### config.mk
export PLATFORM = sky130hd
export DESIGN_NAME = edge_det_filt
export DESIGN_NICKNAME = d
export VERILOG_FILES = /design/src/rtl/edge_det_pkg.sv /design/src/rtl/edge_det_ch.sv /design/src/rtl/edge_det_filt.sv
export SDC_FILE = /design/constraint.sdc
export NUM_CORES = 1
export LEC_CHECK = 0
export CELL_PAD_IN_SITES_DETAIL_PLACEMENT = 0
export CELL_PAD_IN_SITES_GLOBAL_PLACEMENT = 1
export CORE_UTILIZATION = 41
export CTS_CLUSTER_DIAMETER = 200
export DETAILED_ROUTE_END_ITERATION = 6
export PLACE_DENSITY = 0.77
export SYNTH_ARGS = -nofsm -noshare
export SYNTH_HDL_FRONTEND = slang
export SYNTH_HIERARCHICAL = 1
export SYNTH_SLANG_ARGS = --single-unit
### constraint.sdc
create_clock -name clk -period 2.66 [get_ports clk]
set_clock_uncertainty 0.2 [all_clocks]
set_input_delay 0.532 -clock clk [delete_from_list [all_inputs] [get_ports clk]]
set_output_delay 0.532 -clock clk [all_outputs]
set_load 0.01 [all_outputs]
### src/rtl/edge_det_pkg.sv
// Shared definitions for the edge detector / glitch filter slice.
// Holds the edge-select mode encodings and the edge-enable helper.
package edge_det_pkg;

    typedef enum logic [1:0] {
        MODE_NONE = 2'b00,
        MODE_RISE = 2'b01,
        MODE_FALL = 2'b10,
        MODE_BOTH = 2'b11
    } mode_e;

    // True when a level change in the given direction should raise a pulse.
    function automatic logic edge_enabled(input mode_e m, input logic rising);
        logic en;
        en = 1'b0;
        case (m)
            MODE_NONE: en = 1'b0;
            MODE_RISE: en = rising;
            MODE_FALL: en = ~rising;
            MODE_BOTH: en = 1'b1;
            default:   en = 1'b0;
        endcase
        return en;
    endfunction

endpackage

### src/rtl/edge_det_ch.sv
// One channel: synchroniser, stability filter, edge detect and sticky flag.
// pulse_nxt is exported so the top can register an aligned any_pulse.
module edge_det_ch
    import edge_det_pkg::*;
#(
    parameter int unsigned SYNC_STAGES = 2,
    parameter int unsigned FILT_W      = 4
) (
    input  logic              clk,
    input  logic              rst,
    input  logic              sig,
    input  mode_e             mode,
    input  logic [FILT_W-1:0] filt_len,
    input  logic              clr,
    output logic              level,
    output logic              pulse,
    output logic              pulse_nxt,
    output logic              sticky
);

    logic [SYNC_STAGES-1:0] sync;
    logic                   s;
    logic [FILT_W-1:0]      cnt;
    logic [FILT_W:0]        thr;
    logic [FILT_W:0]        cnt_inc;
    logic                   accept;

    // One extra bit on thr/cnt_inc keeps the compare wrap-free at the top of range.
    always_comb begin
        s         = sync[SYNC_STAGES-1];
        thr       = (filt_len == '0) ? (FILT_W+1)'(1) : {1'b0, filt_len};
        cnt_inc   = {1'b0, cnt} + (FILT_W+1)'(1);
        accept    = (s != level) && (cnt_inc >= thr);
        pulse_nxt = accept && edge_enabled(mode, s);
    end

    always_ff @(posedge clk) begin
        if (rst) begin
            sync   <= '0;
            cnt    <= '0;
            level  <= 1'b0;
            pulse  <= 1'b0;
            sticky <= 1'b0;
        end else begin
            sync <= {sync[SYNC_STAGES-2:0], sig};
            if (s == level) begin
                cnt <= '0;
            end else if (accept) begin
                level <= s;
                cnt   <= '0;
            end else begin
                cnt <= cnt_inc[FILT_W-1:0];
            end
            pulse <= pulse_nxt;
            // A clear arriving while the pulse is still visible must not erase it.
            sticky <= pulse_nxt | (sticky & (~clr | pulse));
        end
    end

endmodule

### src/rtl/edge_det_filt.sv
// Multi-channel filtered edge detector: NCH independent channels plus a
// registered any_pulse aligned with the per-channel pulse outputs.
module edge_det_filt
    import edge_det_pkg::*;
#(
    parameter int unsigned NCH         = 4,
    parameter int unsigned SYNC_STAGES = 2,
    parameter int unsigned FILT_W      = 4
) (
    input  logic              clk,
    input  logic              rst,
    input  logic [NCH-1:0]    sig,
    input  logic [1:0]        mode,
    input  logic [FILT_W-1:0] filt_len,
    input  logic [NCH-1:0]    clr,
    output logic [NCH-1:0]    level,
    output logic [NCH-1:0]    pulse,
    output logic [NCH-1:0]    sticky,
    output logic              any_pulse
);

    mode_e          mode_sel;
    logic [NCH-1:0] pulse_nxt;

    always_comb begin
        mode_sel = mode_e'(mode);
    end

    for (genvar i = 0; i < NCH; i++) begin : g_ch
        edge_det_ch #(
            .SYNC_STAGES(SYNC_STAGES),
            .FILT_W     (FILT_W)
        ) u_ch (
            .clk      (clk),
            .rst      (rst),
            .sig      (sig[i]),
            .mode     (mode_sel),
            .filt_len (filt_len),
            .clr      (clr[i]),
            .level    (level[i]),
            .pulse    (pulse[i]),
            .pulse_nxt(pulse_nxt[i]),
            .sticky   (sticky[i])
        );
    end

    always_ff @(posedge clk) begin
        if (rst) begin
            any_pulse <= 1'b0;
        end else begin
            any_pulse <= |pulse_nxt;
        end
    end

endmodule

**After elaboration in Yosys (flattened, before gate mapping)**

Cells that the tools add are included.

- Eq/ne operators: 11
- Bitwise operators: 24
- Reduce and logical (&&, ||, !) cells: 19
- Shift-type cells: 0
- $lt $le $gt $ge: 4
- Multiply operators: 0
- Muxes and demuxes: 5
- Add/sub/neg operators: 4
- Div/mod/pow operators: 0

Operator list:

| cell | number |
|---|---|
| $add A4 B1 Y5 const B | 4 |
| $pmux W1 S4 | 4 |
| $ge A5 B5 Y1 | 3 |
| $not A1 Y1 | 12 |
| $reduce_or A3 Y1 | 4 |
| $logic_and A1 B1 Y1 | 8 |
| $or A1 B1 Y1 | 8 |
| $reduce_and A2 Y1 | 4 |
| $ge A5 B4 Y1 | 1 |
| $and A1 B1 Y1 | 4 |
| $eq A1 B1 Y1 | 4 |
| $eq A2 B2 Y1 const B | 2 |
| $logic_not A4 Y1 | 1 |
| $mux W4 | 1 |
| $ne A1 B1 Y1 | 4 |
| $reduce_or A4 Y1 | 1 |
| $eq A2 B1 Y1 const B | 1 |
| $logic_not A2 Y1 | 1 |

- Output and inout port bits: 13
- Logic and storage cells: 88
- Input bits: 16
- Memory bits (writable): 0
- ROM bits: 0
- Bits in latches: 0
- Register bits: 37
- Memories kept: 0

**Logic depth before layout (Yosys ltp)**

- Depth after elaboration: 6
- Depth in mapped cells: 9
- Mapped depth without buffers: 9

**Modules after synthesis**

The synthesis kept the hierarchy.

By module, submodules not included:

| module | seq. area each (µm²) | times used | cells each | area each (µm²) |
|---|---|---|---|---|
| edge_det_ch | 180.2 | 4 | 47 | 474.2 |
| edge_det_filt | 20.0 | 1 | 3 | 30.0 |

**Least setup slack after synthesis**

Ideal clock, no wire load.

- Path kind: input to register
- Start point: input port filt_len[2]
- End point: register any_pulse
- Setup time: 0.121 ns
- Required time: 2.339 ns
- Path slack: 0.387 ns
- Arrival: 1.952 ns
- Cell stages on the path: 9
- Buffers on the path: 0
- Cells stage by stage: inv_1 -> a31o_2 -> ha_1 -> nand2b_4 -> a211oi_4 -> o21a_4 -> nor2_1 -> nor4_1 -> nor2_1

- Word-level cells in the longest chain between the ends: 6
- Elaborated cells between the ends (all ways): 15
- Those cells by class: 4 x order compare; 1 x mux; 10 x reduce/logical

RTL lines:

| what | RTL line | source |
|---|---|---|
| start: declaration | edge_det_filt.sv:14 | `input logic [FILT_W-1:0] filt_len,` |
| $logic_not A4 Y1 | edge_det_ch.sv:31 | `thr = (filt_len == '0) ? (FILT_W+1)'(1) : {1'b0, filt_len};` |
| $mux W4 (*) | edge_det_ch.sv:31 |  |
| $ge A5 B5 Y1 (*) | edge_det_ch.sv:33 | `accept = (s != level) && (cnt_inc >= thr);` |
| $logic_and A1 B1 Y1 (*) | edge_det_ch.sv:33 |  |
| $logic_and A1 B1 Y1 (*) | edge_det_ch.sv:34 | `pulse_nxt = accept && edge_enabled(mode, s);` |
| named net pulse_nxt[1] | edge_det_filt.sv:23 | `logic [NCH-1:0] pulse_nxt;` |
| $reduce_or A4 Y1 (*) | edge_det_filt.sv:51 | `any_pulse <= \|pulse_nxt;` |
| end signal: assignment | edge_det_filt.sv:51 |  |
| end: declaration | edge_det_filt.sv:19 | `output logic any_pulse` |

The timed path passes the listed nets; every way through them passes the cells marked *.
A chain may end at the register's enable or synchronous reset.

**Final worst setup path**

- Start point: input port filt_len[0]
- End point: register any_pulse

The elaborated chain is that of the path after synthesis.

==> results.txt <==
----------------------------------------------------
[Timing]
  Actual transition at the worst max-transition pin ... 0.586 ns
  Tmin final ... between 2 and 2.5 ns
  Final period utilization ... 93.8%
  FMAX ... between 0.4 and 0.5 GHz
  Slew headroom ... 60.8%
  Hold Violations, Final ... 0
  Setup repair after global routing missed its margin ... false
  Final Slew Violations ... 0
  Setup-violating endpoint count in the final report ... 0

[Route]
  Total number of vias ... 1496
  Average routed wire per standard cell ... 13.4 µm
  Vias per cell ... between 5 and 6
  Drt drc ... 0
  Total detailed-routing wirelength ... 4.02 mm
  First-iteration detailed-routing DRC count ... 27
  Number of optimization iterations in the first detailed-route pass ... 4
  Remaining antenna violation count ... 0

[Pwr]
  Power density over the cells ... 478 nW/µm²
  Leakage power figure ... 1.13 nW
  PnR Total Power ... 1.22 mW
  Highest ir drop seen on vdd ... 0.436 mV

[Layout]
  Area delta synth->final ... 32.1%
  Non-Filler Instances ... 299
  Fraction of layout instances using a drive strength above 1 ... 17.4%
  # diodes ... 0
  Total of fill cells in the finished design ... between 300 and 400
  Post-Route Utilization ... 57.3%
  Net count of the finished layout ... 282

[Synthesis]
  Share of Yosys cell area claimed by the top area cell type ... 38.4%
  Warnings from Yosys ... 6
  Most used flip-flop cell after synthesis ... dfxtp_1
  Cell type with the highest aggregate area in the netlist ... dfxtp_1
  Count of different cell masters after synthesis ... 23
  Async S/R FF share, synth ... 0%
  Part of the Yosys area used for sequential elements ... 38.4%
  Synth Register Bits ... 37
  Syn avg cell area ... ~10 µm²
  Adder and majority cell fraction of the synthesized area ... 13.0%
  Xor and xnor area share after synthesis ... around 5.5%
  Synth Net Count ... 227
  Combinational family with the most area after synthesis ... simple AND/OR/NAND/NOR gates
  Library cell with the highest instance count after synthesis ... dfxtp_1
  Synth Instances ... between 150 and 200
  Cell area after synthesis ... 1930 µm²
  EDFF count, synth ... 0
  Main area contributors after synthesis ... dfxtp_1 (38%), ha_1 (13%), nor2b_1 (5.2%)
  Simple logic cell fraction of the synthesized area ... 23.1%
  Share of synthesized area spent on multiplexers ... 2.08%
  Ranking of synthesized cells by instance count ... dfxtp_1 (37), ha_1 (20), nor2_1 (17), nor2b_1 (16)
  Area fraction in compound gates after synthesis ... 15.6%

[Worst hold path]
  Worst hold path type ... reg -> reg
  Number of cells on the worst hold path ... 1

[Clocking]
  Worst-path clk slew ... 0.07 ns
  Longest Clk Path Bufs ... 2
  Clock tree from TritonCTS ... built
  CTS Buf Count ... 5
  Number of buffers inserted for hold repair after clock tree synthesis ... 0
  Source-to-sink clock delay at the later pin of the worst-skew pair ... 0.29 ns
  # H-tree levels ... 2
  Clock root buffer master ... clkbuf_8
  # clock sinks ... 37

[Critical path]
  Type of element capturing the critical path ... register
  Count of cells along the worst register-to-register path ... 8
  Crit-path max FO ... 4
  Worst Setup Start Kind ... input port
  Classification of the worst setup path ... in -> reg
  Critical path data required time ... ~2.6 ns
  Arrival @ worst endpoint ... 2.45 ns

[Place]
  GPL Wtd Cong ... around 0.77
  Final HPWL from detailed placement ... 3.18 mm
  Port Buffer Count ... 28
  Post-Place Cells ... 291

[Floorplan]
  Starting density of the core ... 43.4%
  Die Y ... slightly above 70 µm
  Std-Cell Rows ... 24
  Chip Width ... 70.6 µm
  Placeable Area ... 4440 µm²
  Die area ... 4980 µm²
  Number of top-level design ports ... 29

[Global routing]
  Pin count of the biggest net entering global routing ... 22
  Final global-route overflow total ... 0
  First-pass GRT wire length ... 6.91 mm
  Via count of the first global-routing pass ... 1608
  GR Util All Layers ... around 18%
  Antenna violations before repair ... 0

[Status]
  Outcome ... finished clean

[Flow run]
  Max-cap check violation count ... 0

----------------------------------------------------
-- layout by cell type, fill, tap and decap left out --
cell	count
dfxtp_1	37
clkdlybuf4s50_1	25
ha_1	20
buf_4	20
nor2_1	17
nor2b_1	16
inv_1	12
nand2b_1	12
o21ai_0	8
nand3b_1	8
xnor2_1	8
clkbuf_8	6
xor2_1	4
a31o_2	4
nand2b_4	4
a211oi_4	4
a31oi_1	4
o21a_4	4
nand2_1	4
o21a_1	4
nand3_1	4
o211ai_1	4
and3_1	4
mux2i_1	4
or2_0	4
dlymetal6s2s_1	3
nor4_1	1
bufinv_16	1
clkbuf_1	1
-- timing repair --
item,in CTS,in global routing
gates resized for setup,0,3
buffers inserted,0,0
endpoints found under the setup margin,0,1
-- registers in the layout (all words and copies together) (netlist names) --
name	flops
g_ch.u_ch/sticky	4
g_ch.u_ch/sync	8
any_pulse	1
g_ch.u_ch/cnt	16
g_ch.u_ch/pulse	4
g_ch.u_ch/level	4
-- worst paths after layout --
path	slack [ns]	from	end
worst min register to register	0.24	g_ch[1].u_ch/sync[0]	g_ch[1].u_ch/sync[1]
worst min-delay path	0.24	g_ch[1].u_ch/sync[0]	g_ch[1].u_ch/sync[1]
worst max register to register	0.38	g_ch[0].u_ch/cnt[0]	any_pulse
worst max-delay path	0.16	filt_len[0]	any_pulse
-- cell families (layout without fill, tap and decap cells) --
family	Yosys count	count (layout)
compound gates	32	32
buf+inv	12	68
flops	37	37
xor+xnor	12	12
simple gates	74	74
fa+ha+maj	20	20
mux	4	4
-- report_power, final --
group / total [mW] / internal [mW] / leakage [nW] / switching, mW
logic: 0.147 / 0.0887 / 0.775 / 0.0584
registers: 0.571 / 0.563 / 0.300 / 0.00726
clock network: 0.499 / 0.306 / 0.0585 / 0.193
-- per-stage QoR --
stage | hold slack, ns | worst slack [ns] | TNS, ns | cell area (µm²)
2_1_floorplan | 0.214 | 0.387 | 0 | 1930
3_3_place_gp | 0.221 | -0.220 | -1.21 | 2420
3_5_place_dp | 0.231 | -0.268 | -2.41 | 2420
4_1_cts | 0.249 | 0.0292 | 0 | 2540
5_1_grt | 0.257 | 0.0303 | 0 | 2550
6_report | 0.244 | 0.164 | 0 | 2550
-- worst max-delay path: stages --
cell             delay, ns
clkdlybuf4s50_1       0.47
a31o_2                0.24
ha_1                  0.27
nand2b_4              0.15
a211oi_4              0.27
o21a_4                0.16
nor2_1                0.04
nor4_1                0.26
nor2_1                0.06
-- cell type report --
class                      count  area (µm²)  share of cell area, %
multi-input combinational    142        1140                   44.8
sequential                    37         741                   29.1
timing repair buffer          48         438                   17.2
clock buffer                   7        86.3                   3.39
tap                           52        65.1                   2.56
inverter                      12        45.0                   1.77
clock inverter                 1        30.0                   1.18
-- layer usage --
metal | vias up | global-route usage [%] | part of all wire, %
met2 | 25 | 32.0 | 50
met1 | 694 | 19.4 | 45
met4 | 0 | 8.89 | 2.4
met3 | 11 | 4.84 | 3.3
li1 | 766 | - | -
met5 | - | 0 | 0
No activity file was read; power rests on OpenSTA's default activity.
